==> config.mk <==
export PLATFORM = sky130hd
export DESIGN_NAME = alu_operand_collector
export DESIGN_NICKNAME = d
export VERILOG_FILES = /design/src/rtl/alu_collector_pkg.sv /design/src/rtl/alu_operand_req_decode.sv /design/src/rtl/alu_operand_collector.sv
export SDC_FILE = /design/constraint.sdc
export NUM_CORES = 1
export LEC_CHECK = 0
export CAP_MARGIN = 15
export CORE_MARGIN = 4
export CORE_UTILIZATION = 51
export DETAILED_ROUTE_END_ITERATION = 16
export PLACE_DENSITY = 0.79
export SYNTH_ARGS = -nofsm -noshare
export SYNTH_HDL_FRONTEND = slang
export SYNTH_SLANG_ARGS = --single-unit
==> constraint.sdc <==
create_clock -name clk -period 2.8 [get_ports clk]
set_input_delay 0.56 -clock clk [delete_from_list [all_inputs] [get_ports clk]]
set_output_delay 0.56 -clock clk [all_outputs]
set_load 0.005 [all_outputs]
==> src/rtl/alu_collector_pkg.sv <==
// rtl/alu_collector_pkg.sv - shared types and operand-requirement decode for the ALU operand collector
//
// Purpose : collector state encoding, operand-requirement codes and the
//           op_req() function that maps (mode, cmd) to the operands a
//           command consumes.
// Ports   : none (package).

package alu_collector_pkg;

   typedef enum logic [1:0] {
      IDLE   = 2'd0,
      WAIT_A = 2'd1,   // holding B, waiting for A
      WAIT_B = 2'd2    // holding A, waiting for B
   } state_t;

   // Operand requirement codes, same bit meaning as inp_valid (bit0 = A, bit1 = B)
   localparam logic [1:0] REQ_A  = 2'b01;
   localparam logic [1:0] REQ_B  = 2'b10;
   localparam logic [1:0] REQ_AB = 2'b11;

   // Arithmetic-mode single-operand commands
   localparam logic [31:0] ARITH_NEED_A_0 = 32'd4;
   localparam logic [31:0] ARITH_NEED_A_1 = 32'd5;
   localparam logic [31:0] ARITH_NEED_B_0 = 32'd6;
   localparam logic [31:0] ARITH_NEED_B_1 = 32'd7;

   // Logical-mode single-operand commands
   localparam logic [31:0] LOGIC_NEED_A_0 = 32'd6;
   localparam logic [31:0] LOGIC_NEED_A_1 = 32'd8;
   localparam logic [31:0] LOGIC_NEED_A_2 = 32'd9;
   localparam logic [31:0] LOGIC_NEED_B_0 = 32'd7;
   localparam logic [31:0] LOGIC_NEED_B_1 = 32'd10;
   localparam logic [31:0] LOGIC_NEED_B_2 = 32'd11;

   // Returns which operands a command consumes; anything not listed needs both
   function automatic logic [1:0] op_req(input logic mode, input logic [31:0] cmd);
      logic [1:0] r;
      r = REQ_AB;
      if (mode) begin
         if (cmd == ARITH_NEED_A_0 || cmd == ARITH_NEED_A_1)
            r = REQ_A;
         else if (cmd == ARITH_NEED_B_0 || cmd == ARITH_NEED_B_1)
            r = REQ_B;
      end else begin
         if (cmd == LOGIC_NEED_A_0 || cmd == LOGIC_NEED_A_1 || cmd == LOGIC_NEED_A_2)
            r = REQ_A;
         else if (cmd == LOGIC_NEED_B_0 || cmd == LOGIC_NEED_B_1 || cmd == LOGIC_NEED_B_2)
            r = REQ_B;
      end
      return r;
   endfunction

endpackage

==> src/rtl/alu_operand_req_decode.sv <==
// rtl/alu_operand_req_decode.sv - combinational operand-requirement decoder
//
// Purpose : thin combinational wrapper around op_req() so the requirement
//           decode can be instantiated wherever it is needed.
// Ports   : i_mode  - 1 = arithmetic, 0 = logical
//           i_cmd   - command code
//           o_req   - required operands (bit0 = A, bit1 = B)

module alu_operand_req_decode
   import alu_collector_pkg::*;
#(
   parameter int CMD_WIDTH = 4
) (
   input  logic                 i_mode,
   input  logic [CMD_WIDTH-1:0] i_cmd,
   output logic [1:0]           o_req
);

   assign o_req = op_req(i_mode, 32'(i_cmd));

endmodule

==> src/rtl/alu_operand_collector.sv <==
// rtl/alu_operand_collector.sv - pairs split operands and issues complete registered ALU requests
//
// Purpose : accepts operands that may arrive in separate cycles, pairs them
//           within a TIMEOUT-cycle window and issues one registered operation
//           to the ALU. An expired or impossible partial request is dropped
//           with a one-cycle timeout_err pulse and a saturating count.
// Ports   : clk, RST_N (async, active-low), CE (clock enable)
//           in_opa/in_opb/in_inp_valid/in_cmd/in_mode/in_cin - source side
//           OPA/OPB/CMD/mode/Cin/inp_valid                  - ALU side
//           busy        - partial operation held
//           timeout_err - pulse on dropped partial request
//           timeout_cnt - saturating count of timeouts

module alu_operand_collector
   import alu_collector_pkg::*;
#(
   parameter int DATA_WIDTH   = 8,
   parameter int CMD_WIDTH    = 4,
   parameter int TIMEOUT      = 16,
   parameter int ERRCNT_WIDTH = 8
) (
   input  logic                    clk,
   input  logic                    RST_N,
   input  logic                    CE,
   input  logic [DATA_WIDTH-1:0]   in_opa,
   input  logic [DATA_WIDTH-1:0]   in_opb,
   input  logic [1:0]              in_inp_valid,
   input  logic [CMD_WIDTH-1:0]    in_cmd,
   input  logic                    in_mode,
   input  logic                    in_cin,
   output logic [DATA_WIDTH-1:0]   OPA,
   output logic [DATA_WIDTH-1:0]   OPB,
   output logic [CMD_WIDTH-1:0]    CMD,
   output logic                    mode,
   output logic                    Cin,
   output logic [1:0]              inp_valid,
   output logic                    busy,
   output logic                    timeout_err,
   output logic [ERRCNT_WIDTH-1:0] timeout_cnt
);

   localparam int WCW = (TIMEOUT > 2) ? $clog2(TIMEOUT) : 1;
   localparam logic [WCW-1:0] LAST_WAIT = WCW'(TIMEOUT - 1);

   state_t                  r_state;
   logic [WCW-1:0]          r_wait_cnt;

   // Partial operation held while waiting for the partner operand
   logic [DATA_WIDTH-1:0]   r_hold_opa;
   logic [DATA_WIDTH-1:0]   r_hold_opb;
   logic [CMD_WIDTH-1:0]    r_hold_cmd;
   logic                    r_hold_mode;
   logic                    r_hold_cin;

   // Registered outputs
   logic [DATA_WIDTH-1:0]   r_opa;
   logic [DATA_WIDTH-1:0]   r_opb;
   logic [CMD_WIDTH-1:0]    r_cmd;
   logic                    r_mode;
   logic                    r_cin;
   logic [1:0]              r_inp_valid;
   logic                    r_busy;
   logic                    r_timeout_err;
   logic [ERRCNT_WIDTH-1:0] r_timeout_cnt;

   logic [1:0]              w_req;
   logic                    w_partner;
   logic [ERRCNT_WIDTH-1:0] w_tcnt_next;

   alu_operand_req_decode #(
      .CMD_WIDTH (CMD_WIDTH)
   ) u_req_decode (
      .i_mode (in_mode),
      .i_cmd  (in_cmd),
      .o_req  (w_req)
   );

   // In WAIT_B the partner is B (bit1); in WAIT_A it is A (bit0)
   assign w_partner   = (r_state == WAIT_B) ? in_inp_valid[1] : in_inp_valid[0];
   assign w_tcnt_next = (&r_timeout_cnt) ? r_timeout_cnt : r_timeout_cnt + 1'b1;

   always_ff @(posedge clk or negedge RST_N) begin
      if (!RST_N) begin
         r_state       <= IDLE;
         r_wait_cnt    <= '0;
         r_hold_opa    <= '0;
         r_hold_opb    <= '0;
         r_hold_cmd    <= '0;
         r_hold_mode   <= 1'b0;
         r_hold_cin    <= 1'b0;
         r_opa         <= '0;
         r_opb         <= '0;
         r_cmd         <= '0;
         r_mode        <= 1'b0;
         r_cin         <= 1'b0;
         r_inp_valid   <= 2'b00;
         r_busy        <= 1'b0;
         r_timeout_err <= 1'b0;
         r_timeout_cnt <= '0;
      end else if (CE) begin
         // Pulses only last one CE cycle
         r_inp_valid   <= 2'b00;
         r_timeout_err <= 1'b0;

         case (r_state)
            IDLE: begin
               if (in_inp_valid != 2'b00) begin
                  if (in_inp_valid == REQ_AB || in_inp_valid == w_req) begin
                     // Everything the command needs is here: issue directly
                     r_opa       <= in_opa;
                     r_opb       <= in_opb;
                     r_cmd       <= in_cmd;
                     r_mode      <= in_mode;
                     r_cin       <= in_cin;
                     r_inp_valid <= in_inp_valid;
                  end else if (w_req == REQ_AB) begin
                     // Half of a two-operand command: hold it and wait
                     r_hold_opa  <= in_opa;
                     r_hold_opb  <= in_opb;
                     r_hold_cmd  <= in_cmd;
                     r_hold_mode <= in_mode;
                     r_hold_cin  <= in_cin;
                     r_wait_cnt  <= '0;
                     r_busy      <= 1'b1;
                     r_state     <= (in_inp_valid == REQ_A) ? WAIT_B : WAIT_A;
                  end else begin
                     // Wrong single operand for a single-operand command
                     r_timeout_err <= 1'b1;
                     r_timeout_cnt <= w_tcnt_next;
                  end
               end
            end

            WAIT_A, WAIT_B: begin
               if (w_partner) begin
                  // Partner wins even on the expiry cycle
                  r_opa       <= (r_state == WAIT_B) ? r_hold_opa : in_opa;
                  r_opb       <= (r_state == WAIT_B) ? in_opb : r_hold_opb;
                  r_cmd       <= r_hold_cmd;
                  r_mode      <= r_hold_mode;
                  r_cin       <= r_hold_cin;
                  r_inp_valid <= REQ_AB;
                  r_busy      <= 1'b0;
                  r_state     <= IDLE;
               end else if (r_wait_cnt == LAST_WAIT) begin
                  r_timeout_err <= 1'b1;
                  r_timeout_cnt <= w_tcnt_next;
                  r_busy        <= 1'b0;
                  r_state       <= IDLE;
               end else begin
                  r_wait_cnt <= r_wait_cnt + 1'b1;
               end
            end

            default: begin
               r_busy  <= 1'b0;
               r_state <= IDLE;
            end
         endcase
      end
   end

   assign OPA         = r_opa;
   assign OPB         = r_opb;
   assign CMD         = r_cmd;
   assign mode        = r_mode;
   assign Cin         = r_cin;
   assign inp_valid   = r_inp_valid;
   assign busy        = r_busy;
   assign timeout_err = r_timeout_err;
   assign timeout_cnt = r_timeout_cnt;

endmodule
==> impl_metrics.ini <==
[layout]
utilization = 0.721
final_common_cell = dfrtp_1
design_area_um2 = 4090
areaGrowthSynthToFinish_pct = 33.3
n_antenna_cell = 0
seq_area_um2 = 1550
nNetsFinal = 349
multiInputGateArea_um2 = 1470
drive_above_1_share = 0.252
layout_common_cells = dfrtp_1 (62), clkdlybuf4s50_1 (59), mux2_2 (45), mux2_1 (23), buf_4 (14)
fill_cells = 399

[power_and_ir_drop]
power_density_nw_per_um2 = 1060
peakVddDrop_v = 0.000622
power_leakage_nw = 1.70

[yosys]
synth_ff_type = dfrtp_1
synth_seq_cells = 62
synth_warnings = 0
yosysSeqAreaShare = 0.506
synth_cell_types = 48
synth_cells = 238
synth_edf_count = 0
async_reset_ff_frac = 1.00
syn_area_per_cell_um2 = 12.9
syn_nets = 270
syn_area_um2 = 3070

[cts]
cts_resized = 0
insertion_delay_ns = 0.33
cts_inserted_buffers = 9
htreeDepth = 3
ctsRootBufferMaster = clkbuf_8
cts_tree = yes
cts_buffer_depth = 2
postCtsHoldBufs = 0
cts_sinks = 62
clk_pin_slew_worst_paths_ns = 0.07
cts_setup_buffers = 0

[critical_path]
r2r-end = OPB[0]
max_stage_delay_ns = 0.49
cp-start-kind = primary input
path_max_fanout = 7
r2r_start = r_state[1]
endpoint_kind = register
required_ns = 3.01
cp_common_cell = buf_4
crit_type = in -> reg
worstPathArrival_ns = 2.80
cpMaxStageDelayCell = clkdlybuf4s50_1
ff2ff_path_depth = 6
r2r_setup_slack_ns = 0.60
critical_path.cell_chain = clkdlybuf4s50_1 -> buf_4 -> or3b_1 -> nor2_1 -> o31ai_1 -> a221oi_4 -> buf_4 -> mux2_2

[detailed_routing]
viasPerCell = 5.59
dr.pass1.iters = 4
ant_nets = 0
wl_per_cell_um = 16.0
drt_iter0_drc = 60
num_vias = 2196
post-route-drc-count = 0
routed_wl_um = 6300

[sta]
skew_ns = 0.00817
whs_ns = 0.251
period_needed_ns = 2.59
max-slew-margin-rel = 0.565
tns_ns = 0
final_max_slew_viol_count = 0
hold_viol_final = 0
worstMarginPinSlew_ns = 0.652
grt_setup_unrepaired = no
fin_crit_sh = 0.924
setup_viol = 0
fmaxAchievable_mhz = 386

[placement]
gp_routability_congestion = 0.820
portBuffers = 60
dp_hpwl_um = 4560
dpl_cell_area_um2 = 3890

[global_route]
grt_max_degree = 37
track_usage = 0.185
grt_pass1_vias = 2236
grt_remaining_overflow = 0
grt_antenna_before_repair = 0
grt_pass1_wl_um = 10700

[job]
cap_viol_max_count = 0

[die]
start_util = 0.541
die_w_um = 85.6
dieArea_um2 = 7320
ios = 61
rows = 27
placeableCoreArea_um2 = 5680
die_height_um = 85.6

[outcome]
outcome = complete, no violations

[worst_hold_path]
hold_class = in -> async
-- flip-flops by register name (all words and copies together), names as in the netlist --
signal       flops
r_hold_opa       8
busy             1
r_hold_cmd       4
r_wait_cnt       4
timeout_err      1
timeout_cnt      8
r_state          2
OPA              8
r_hold_cin       1
CMD              4
r_hold_mode      1
inp_valid        2
Cin              1
mode             1
OPB              8
r_hold_opb       8
-- worst max path at each step --
stage	start	endpoint	slack, ns	depth (start not counted)
2_1_floorplan	r_state[0]	timeout_cnt[1]	0.30	8
3_3_place_gp	in_mode	OPA[3]	-0.1	8
3_5_place_dp	in_mode	OPA[0]	-0.14	8
4_1_cts	in_mode	CMD[1]	0.21	8
5_1_grt	in_mode	CMD[1]	0.16	8
6_report	in_mode	CMD[1]	0.21	8
-- cells in the mapped netlist, types with 4 or more instances --
cell	instances	share of area
mux2_2	45	0.17
dfrtp_1	62	0.51
nand3_1	10	0.016
o2bb2ai_1	4	0.011
ha_1	5	0.020
nor2b_1	5	0.010
nand2b_1	5	0.010
mux2_1	23	0.084
o211ai_1	5	0.012
xnor2_1	7	0.020
inv_1	5	0.0061
nand2_1	8	0.0098
clkbuf_1	4	0.0049
-- worst max-delay path, delay by kind of cell --
kind	cells	cell delay, ns
multiplexers	1	0.34
AND/OR/NAND/NOR	2	0.52
buffers and inverters	3	0.90
AO/OA/AOI/OAI	2	0.49
-- where the power goes --
part           switching [mW]  internal (mW)  total, mW
sequential              0.248           1.32       1.57
combinational           0.758           1.18       1.94
clock                   0.325          0.492      0.817
-- through the flow --
step                total power [mW]  setup slack (ns)  cells
finish                          4.32             0.212    393
global route                    4.62             0.156    393
CTS                             4.37             0.211    393
detailed placement              3.53            -0.138    378
global placement                3.47           -0.0966    378
floorplan                       2.68             0.301    238
-- layout make-up --
| cell class | count | share of cell area |
|---|---|---|
| sequential | 62 | 0.379 |
| multi-input combinational | 162 | 0.359 |
| timing repair buffer | 77 | 0.186 |
| clock buffer | 10 | 0.0312 |
| tap | 72 | 0.0220 |
| clock inverter | 5 | 0.0184 |
| inverter | 5 | 0.00459 |
-- cells by family after synthesis --
logic type | count (synthesis) | synth area share
compound gates | 30 | 0.0795
xor+xnor | 7 | 0.0200
fa+ha+maj | 5 | 0.0204
buf+inv | 14 | 0.0204
flops | 62 | 0.506
mux | 69 | 0.253
simple gates | 51 | 0.102
-- routing by layer --
metal | routed length, µm | part of all wire | track usage
met5 | 0 | 0 | 0
met1 | 2780 | 0.44 | 0.238
met2 | 3040 | 0.48 | 0.294
met4 | 120 | 0.019 | 0.0691
met3 | 367 | 0.058 | 0.0586
Power figures use the tool's default switching activity.
